`src/rtl/memoria_dados_io.sv`:
```
`default_nettype none
// ============================================================================
// Module      : memoria_dados_io
// Description : CPU data memory with memory-mapped I/O. 240-byte RAM,
//               a registered output port, a synchronized input port, a free
//               running cycle counter and a down-counting timer with an
//               expiry flag.
// Ports       : clock         - rising-edge system clock
//               reset         - asynchronous reset, active low
//               enderecoDado  - data address (8 bits)
//               dadoEscr      - write data (8 bits)
//               MemWrite      - write strobe, taken at the rising edge
//               MemLoad       - read enable; dadoLido is 0x00 when low
//               dadoLido      - combinational read data (8 bits)
//               porta_entrada - asynchronous external input (8 bits)
//               porta_saida   - external output, driven from SAIDA
//               timer_irq     - timer expired flag
// Revision    : 1.0 - initial release
// ============================================================================
module memoria_dados_io (
  input  logic       clock,
  input  logic       reset,
  input  logic [7:0] enderecoDado,
  input  logic [7:0] dadoEscr,
  input  logic       MemWrite,
  input  logic       MemLoad,
  output logic [7:0] dadoLido,
  input  logic [7:0] porta_entrada,
  output logic [7:0] porta_saida,
  output logic       timer_irq
);

  localparam logic [7:0] c_addrSaida    = 8'hF0;
  localparam logic [7:0] c_addrEntrada  = 8'hF1;
  localparam logic [7:0] c_addrCiclos   = 8'hF2;
  localparam logic [7:0] c_addrTCtrl    = 8'hF3;
  localparam logic [7:0] c_addrTReload  = 8'hF4;
  localparam logic [7:0] c_addrTStatus  = 8'hF5;
  localparam logic [7:0] c_addrTCount   = 8'hF6;
  localparam logic [7:0] c_ramTop       = 8'hF0;  // first address above RAM

  logic [7:0] r_ram [0:239];
  logic [7:0] r_saida;
  logic [7:0] r_sync1;
  logic [7:0] r_sync2;
  logic [7:0] r_ciclos;
  logic       r_tEn;
  logic       r_tAuto;
  logic [7:0] r_tReload;
  logic [7:0] r_tCount;
  logic       r_tFlag;

  logic w_ramSel;
  logic w_wrRam;
  logic w_wrSaida;
  logic w_wrTCtrl;
  logic w_wrTReload;
  logic w_wrTStatus;
  logic w_expire;

  assign w_ramSel    = (enderecoDado < c_ramTop);
  assign w_wrRam     = MemWrite && w_ramSel;
  assign w_wrSaida   = MemWrite && (enderecoDado == c_addrSaida);
  assign w_wrTCtrl   = MemWrite && (enderecoDado == c_addrTCtrl);
  assign w_wrTReload = MemWrite && (enderecoDado == c_addrTReload);
  assign w_wrTStatus = MemWrite && (enderecoDado == c_addrTStatus);

  // A TCTRL write owns the timer for that edge, so an expiry is not
  // evaluated in the same cycle as a (re)start or stop.
  assign w_expire = r_tEn && !w_wrTCtrl && (r_tCount == 8'h00);

  // RAM keeps its contents through reset, but writes are blocked while
  // reset is held so no state changes on a reset-asserted edge.
  always_ff @(posedge clock) begin
    if (reset && w_wrRam) begin
      r_ram[enderecoDado] <= dadoEscr;
    end
  end

  always_ff @(posedge clock or negedge reset) begin
    if (!reset) begin
      r_saida  <= 8'h00;
      r_sync1  <= 8'h00;
      r_sync2  <= 8'h00;
      r_ciclos <= 8'h00;
    end else begin
      r_sync1  <= porta_entrada;
      r_sync2  <= r_sync1;
      r_ciclos <= r_ciclos + 8'h01;
      if (w_wrSaida) begin
        r_saida <= dadoEscr;
      end
    end
  end

  always_ff @(posedge clock or negedge reset) begin
    if (!reset) begin
      r_tEn     <= 1'b0;
      r_tAuto   <= 1'b0;
      r_tReload <= 8'h00;
      r_tCount  <= 8'h00;
      r_tFlag   <= 1'b0;
    end else begin
      if (w_wrTReload) begin
        r_tReload <= dadoEscr;
      end

      if (w_wrTCtrl) begin
        r_tEn   <= dadoEscr[0];
        r_tAuto <= dadoEscr[1];
        // Starting loads the reload value; stopping freezes the count.
        if (dadoEscr[0]) begin
          r_tCount <= r_tReload;
        end
      end else if (r_tEn) begin
        if (r_tCount != 8'h00) begin
          r_tCount <= r_tCount - 8'h01;
        end else if (r_tAuto) begin
          r_tCount <= r_tReload;
        end else begin
          r_tEn <= 1'b0;
        end
      end

      // Set has priority over a simultaneous write-one-to-clear.
      if (w_expire) begin
        r_tFlag <= 1'b1;
      end else if (w_wrTStatus && dadoEscr[0]) begin
        r_tFlag <= 1'b0;
      end
    end
  end

  // Reads see pre-edge state, so a same-cycle write shows up only afterwards.
  always_comb begin
    dadoLido = 8'h00;
    if (MemLoad) begin
      case (enderecoDado)
        c_addrSaida:   dadoLido = r_saida;
        c_addrEntrada: dadoLido = r_sync2;
        c_addrCiclos:  dadoLido = r_ciclos;
        c_addrTCtrl:   dadoLido = {6'b000000, r_tAuto, r_tEn};
        c_addrTReload: dadoLido = r_tReload;
        c_addrTStatus: dadoLido = {6'b000000, r_tEn, r_tFlag};
        c_addrTCount:  dadoLido = r_tCount;
        default: begin
          if (w_ramSel) begin
            dadoLido = r_ram[enderecoDado];
          end
        end
      endcase
    end
  end

  assign porta_saida = r_saida;
  assign timer_irq   = r_tFlag;

endmodule
`default_nettype wire
```
`config.mk`:
```
export PLATFORM = sky130hd
export DESIGN_NAME = memoria_dados_io
export DESIGN_NICKNAME = d
export VERILOG_FILES = /design/src/rtl/memoria_dados_io.sv
export SDC_FILE = /design/constraint.sdc
export NUM_CORES = 2
export LEC_CHECK = 0
export CAP_MARGIN = 5
export CELL_PAD_IN_SITES_DETAIL_PLACEMENT = 1
export CELL_PAD_IN_SITES_GLOBAL_PLACEMENT = 1
export CORE_ASPECT_RATIO = 0.7
export CORE_UTILIZATION = 50
export DETAILED_ROUTE_END_ITERATION = 8
export PLACE_DENSITY_LB_ADDON = 0.1
export RECOVER_POWER = 25
export SYNTH_ARGS = -nofsm -noshare
export SYNTH_HDL_FRONTEND = slang
export SYNTH_SLANG_ARGS = --single-unit
```
`constraint.sdc`:
```
create_clock -name clock -period 3.37 [get_ports clock]
set_input_delay 0.674 -clock clock [delete_from_list [all_inputs] [get_ports clock]]
set_output_delay 0.674 -clock clock [all_outputs]
set_load 0.02 [all_outputs]
```
Word-level counts from Yosys, hierarchy flattened
Memories as Yosys holds them, arrays and structs flattened. Index checks and enable logic that the tools add are counted. W data, S select, Z words.

Latch bits: 0. Memory bits (writable): 1920. Memory bits (read-only): 0. Input bits: 28. Output and inout bits: 17. Memories: 1. Register bits: 51.

Reduce and logical (&&, ||, !) cells: 16. Eq/ne operators: 8. Div/mod/pow operators: 0. $mul: 0. Bitwise operators: 0. Add/subtract/negate cells: 2. Magnitude comparators: 1. Shift-type cells: 0. Multiplexer cells: 16.

Memories: r_ram (depth 240, width 8, rd ports 1, clocked after memory_dff 0, wr ports 1, RTL line 42) `logic [7:0] r_ram [0:239];`.

Operator list (number): $eq A8 B8 Y1 const B (7); $mux W8 (7); $pmux W8 S7 (1); $logic_and A1 B1 Y1 (9); $add A8 B1 Y8 const B (1); $logic_not A8 Y1 (1); $lt A8 B8 Y1 const B (1); $mux W1 (8); $reduce_bool A8 Y1 (1); $sub A8 B1 Y8 const B (1); $reduce_bool A2 Y1 (2); $reduce_and A3 Y1 (1); $reduce_bool A3 Y1 (1); $ne A2 B2 Y1 const B (1); $logic_not A1 Y1 (1).

Depth between registers and ports, before layout
Word-level depth: 6. Mapped depth: 13. Depth with buffers taken out: 9.

Worst setup path before layout
No wires, ideal clock.

Path type: input -> output. From: input enderecoDado[0]. To: output dadoLido[5]. Data arrival time: 2.775 ns. Cell stages on the path: 10. Setup slack: -0.079 ns. Path buffers: 5. Path through: buf_6 buf_6 buf_6 buf_2 buf_4 mux4_2 a22oi_1 nand3_1 a21oi_1 o221ai_1.

Cells in the longest elaborated chain, start to end: 4. Elaborated cells between the ends (all ways): 12.

RTL lines: start: declaration (RTL line 23) `input logic [7:0] enderecoDado,`; $mem_v2 Z240 W8 / $lt A8 B8 Y1 (equally long branches); $mux W8 (RTL line 147) `if (w_ramSel) begin`; $pmux W8 S7 (*) (RTL line 138) `case (enderecoDado)`; $mux W8 (*) (RTL line 137) `if (MemLoad) begin`; end: declaration (RTL line 27) `output logic [7:0] dadoLido,`.

Mark *: on every way between the ends. The rest lies on a longest branch, timed or not.

Worst setup path in the final report
From: input enderecoDado[0]. To: output dadoLido[0].

The elaborated chain is that of the path after synthesis.

==> results summary <==
The path type of the worst min-delay path is reg2reg. The count of cells in the finished layout, fillers not included, comes to 6875. The most repeated cell in the gate-level netlist after synthesis is sky130_fd_sc_hd__edfxtp_1. The global routing stage identified its most utilized layer as met1.

The final layout contains routed wiring with a total length of 242000 um. Detailed routing inserted a total of 44039 vias. The count of final hold-check violations came out at 0. The first detailed-routing pass ran for 5 iterations. The deepest level of the CTS H-tree is 4.

Dividing the synthesized area by the synthesized cell count gives 20.3 um^2. The commonest cells after synthesis are sky130_fd_sc_hd__edfxtp_1 (1920), sky130_fd_sc_hd__mux4_2 (411), sky130_fd_sc_hd__nor2_1 (294), sky130_fd_sc_hd__mux2i_1 (161), sky130_fd_sc_hd__nand2_1 (116). The layout-stage area growth over the synthesis result is 22.3%. The clock latency of the later-clocked register in the worst-skew pair came out at 0.84 ns. Setup repair after global routing could not meet its margin everywhere. Measured on the finished design, the core utilization comes to 0.620. The synthesized instance count is 3774. The path with the worst hold slack has its endpoint at r_sync2[1]. In this run the static leakage power is 31.5 nW. The buffer levels on the longest clock path is 3.

The biggest area contributor in the post-synthesis netlist is sky130_fd_sc_hd__edfxtp_1. Among all stages on the critical path, the largest delay is contributed by sky130_fd_sc_hd__mux4_2. The total overflow left after global routing is 0. The overall track demand over capacity in global routing came out at 0.313. Yosys attributes the largest share of cell area to sky130_fd_sc_hd__edfxtp_1 (75%), sky130_fd_sc_hd__mux4_2 (12%), sky130_fd_sc_hd__mux2i_1 (2.1%), sky130_fd_sc_hd__dfrtp_1 (1.7%), sky130_fd_sc_hd__nor2_1 (1.4%). TritonCTS built the clock tree. The number of primary I/O pins is 45. In the global route stage, met3 resource usage came out at 0.0643. The net count of the mapped netlist is 3805.

The cell total after placement is 6472. In this run the most critical hold path is launched from r_sync1[1]. At the pin with the least slew margin, the transition time is 3.37 ns.

The flow ran to the end, but the final reports show violations. The floorplan die area came out at 155000 um^2. The fraction of layout cells with a size suffix above 1 came out at 0.372. The vertical die dimension is 330 um. The startpoint identified for the worst register-to-register timing path is r_tCount[4]. The number of cells on the worst hold path came out at 0. For met2 alone, demand over resource in global routing was 0.459. The synthesized design contains 1920 enable-type register cells.

The power density over the cells came out at 547 nW/um^2. The kind of capture point of the worst setup path is an output port. The largest voltage drop on the vdd net came out at 0.000563 V. Walking the worst path, the cells encountered are buf_16 > buf_16 > buf_4 > mux4_2 > o22ai_4 > nor4_2 > mux2_4 > a311oi_4 > o211ai_1 > buf_4 > buf_12. The part of the cycle the worst path needs came out at 1.32.

The count of final max-slew check failures is 936. The reg-to-reg setup timing slack came out at 1.04 ns. In the global route stage, met1 resource usage came out at 0.485. The proportion of netlist area held by the largest area contributor is 0.752.

The starting density of the core came out at 0.507. The register bit total from synthesis came out at 1971. The relative slew slack came out at -1.25. The final setup violation count came out at 8. The via density per instance is 6.41. In this run the critical register-to-register path is captured at r_tCount[6].

In this run the clock root is driven by a sky130_fd_sc_hd__clkbuf_16. Across all setup checks in the final design, the least slack found is -1.08 ns. For this run, the leading register cell type out of synthesis is sky130_fd_sc_hd__edfxtp_1. The number of sinks driven by the clock tree came out at 1971. The iteration-0 DRC count of the detailed router came out at 6210. The number of nets in the layout came out at 4761.

The wire length of the first global-routing pass is 339000 um. The post-CTS clock slew at the launch and capture registers of the worst setup and hold paths came out at 0.06 ns. The remaining antenna violation count came out at 0. The distinct cell type count of the synthesized netlist came out at 64. For this run, the number of Yosys warnings is 0. Counting flops with an async set or reset pin after synthesis yields a share of 0.0259.

The startpoint-to-endpoint class of the critical path is in2out. The number of antenna violations at the first check in global routing was 8. OpenSTA, run right after detailed placement, puts the worst setup slack at -1.77 ns. The cell area after synthesis is 76700 um^2. The final reports fail on max-capacitance violations, max-slew violations, negative setup slack. The pin count of the biggest net entering global routing is 122. The core outline area came out at 151000 um^2. From left edge to right edge, the die measures 470 um.

The largest fanout on the critical path came out at 8. The max-capacitance violation count is 10. The maximum single-stage delay on the critical path is 0.56 ns. The mean routed wirelength per cell is 35.2 um.

The sum of net half-perimeters after detailed placement came out at 161000 um. The worst setup path is launched from an input pin. The final weighted congestion of routability-driven global placement is 0.941. The via count of the first global-routing pass came out at 44444.

On the final layout, the worst clock skew is 0.0160 ns. The achievable frequency came out at 225 MHz. The hold-fix buffer count after cts came out at 0. The number of cells on the worst reg-to-reg path is 9.

At the worst endpoint, the required time is 2.70 ns. The minimum clock period is 4.45 ns. The share of synthesized area occupied by flip-flops and latches is 0.769. The number of buffers added by the clock tree synthesis step came out at 180. The critical path data arrival time is 3.77 ns.

The quantity of I/O buffers inserted on ports is 44. The standard-cell row count is 119. For this run, design rule violations remaining after detail routing come to 0.
[per-stage QoR]
step | hold slack [ns] | total power [mW] | area, um^2 | TNS (ns)
2_1_floorplan | 0.331 | 29.0 | 76700 | 0
3_3_place_gp | 0.349 | 30.7 | 86000 | -100.57
3_5_place_dp | 0.336 | 30.8 | 86000 | -135.86
4_1_cts | 0.0672 | 51.4 | 93400 | -5.61
5_1_grt | 0.365 | 52.4 | 93700 | -6.14
6_report | 0.355 | 51.2 | 93700 | -5.87
[state kept, by name (all words and copies together), names as in the netlist]
| signal | flops |
|---|---|
| r_ram | 1920 |
| r_sync1 | 8 |
| r_tAuto | 1 |
| r_tEn | 1 |
| r_ciclos | 8 |
| timer_irq | 1 |
| r_sync2 | 8 |
| r_tCount | 8 |
| porta_saida | 8 |
| r_tReload | 8 |
[area by class of cell]
class / count / area [um^2]
multi-input combinational: 1574 / 17500
antenna: 3 / 7.51
sequential: 1971 / 58900
clock inverter: 99 / 942
fill: 12806 / 57500
clock buffer: 229 / 4910
inverter: 11 / 41.3
timing repair buffer: 992 / 8910
tap: 1996 / 2500
[power by group]
| group | switching [mW] | internal, mW | leakage [nW] |
|---|---|---|---|
| combinational | 2.13 | 1.42 | 10.8 |
| clock | 9.11 | 11.5 | 2.87 |
| sequential | 0.0843 | 27.0 | 17.9 |
| total | 11.3 | 39.9 | 31.5 |
[what timing repair did]
item                       4_1_cts  5_1_grt
setup endpoints to repair        8        8
pin swaps                       51       25
gates cloned                     4        0
setup buffers                   52       31
gates resized for setup        252       47
[how the worst max path moves through the flow]
stage                    startpoint          end  slack [ns]  cells past startpoint
CTS                    r_ram[52][0]  dadoLido[0]        -1.0                      8
global route           r_ram[61][0]  dadoLido[0]       -1.04                      9
detailed placement  enderecoDado[0]  dadoLido[0]       -1.77                     11
global placement    enderecoDado[0]  dadoLido[0]       -1.75                     11
floorplan           enderecoDado[0]  dadoLido[5]       0.003                     10
finish              enderecoDado[0]  dadoLido[0]       -1.08                     11
[layer usage]
metal,wire (um),up-vias
met4,5440,6
met2,107000,2541
li1,-,17578
met1,104000,23608
met3,25100,306
met5,38,-
[placed cells by master (no fill, tap or decap), types with 12 or more instances in the layout]
cell type / instances
sky130_fd_sc_hd__a22oi_2: 13
sky130_fd_sc_hd__a21oi_1: 29
sky130_fd_sc_hd__buf_4: 799
sky130_fd_sc_hd__clkinv_2: 30
sky130_fd_sc_hd__nor2_1: 282
sky130_fd_sc_hd__dfrtp_1: 51
sky130_fd_sc_hd__buf_8: 18
sky130_fd_sc_hd__clkinv_1: 37
sky130_fd_sc_hd__edfxtp_1: 1920
sky130_fd_sc_hd__o21ai_0: 24
sky130_fd_sc_hd__a211oi_1: 20
sky130_fd_sc_hd__nand2_1: 116
sky130_fd_sc_hd__a22oi_1: 71
sky130_fd_sc_hd__a31oi_1: 20
sky130_fd_sc_hd__mux2_2: 29
sky130_fd_sc_hd__nor2b_1: 16
sky130_fd_sc_hd__o22ai_1: 55
sky130_fd_sc_hd__o22ai_2: 16
sky130_fd_sc_hd__nor3_1: 13
sky130_fd_sc_hd__nand3_1: 56
sky130_fd_sc_hd__bufinv_16: 16
sky130_fd_sc_hd__nand4_1: 13
sky130_fd_sc_hd__clkbuf_16: 187
sky130_fd_sc_hd__mux2i_1: 161
sky130_fd_sc_hd__buf_12: 73
sky130_fd_sc_hd__buf_6: 50
sky130_fd_sc_hd__mux4_2: 411
sky130_fd_sc_hd__nor2_2: 12
sky130_fd_sc_hd__clkbuf_1: 41
[logic make-up after synthesis]
kind of cell,share of synthesized area
compound gates,0.0329
flops,0.769
simple gates,0.0349
mux,0.146
fa+ha+maj,0.000490
buf+inv,0.0162
xor+xnor,0.000685
[worst max-delay path, delay by kind of cell]
kind / cells / cell delay (ns)
buf+inv: 5 / 0.92
simple gates: 1 / 0.13
mux: 2 / 0.90
compound gates: 3 / 1.11
Power figures use the tool's default switching activity.
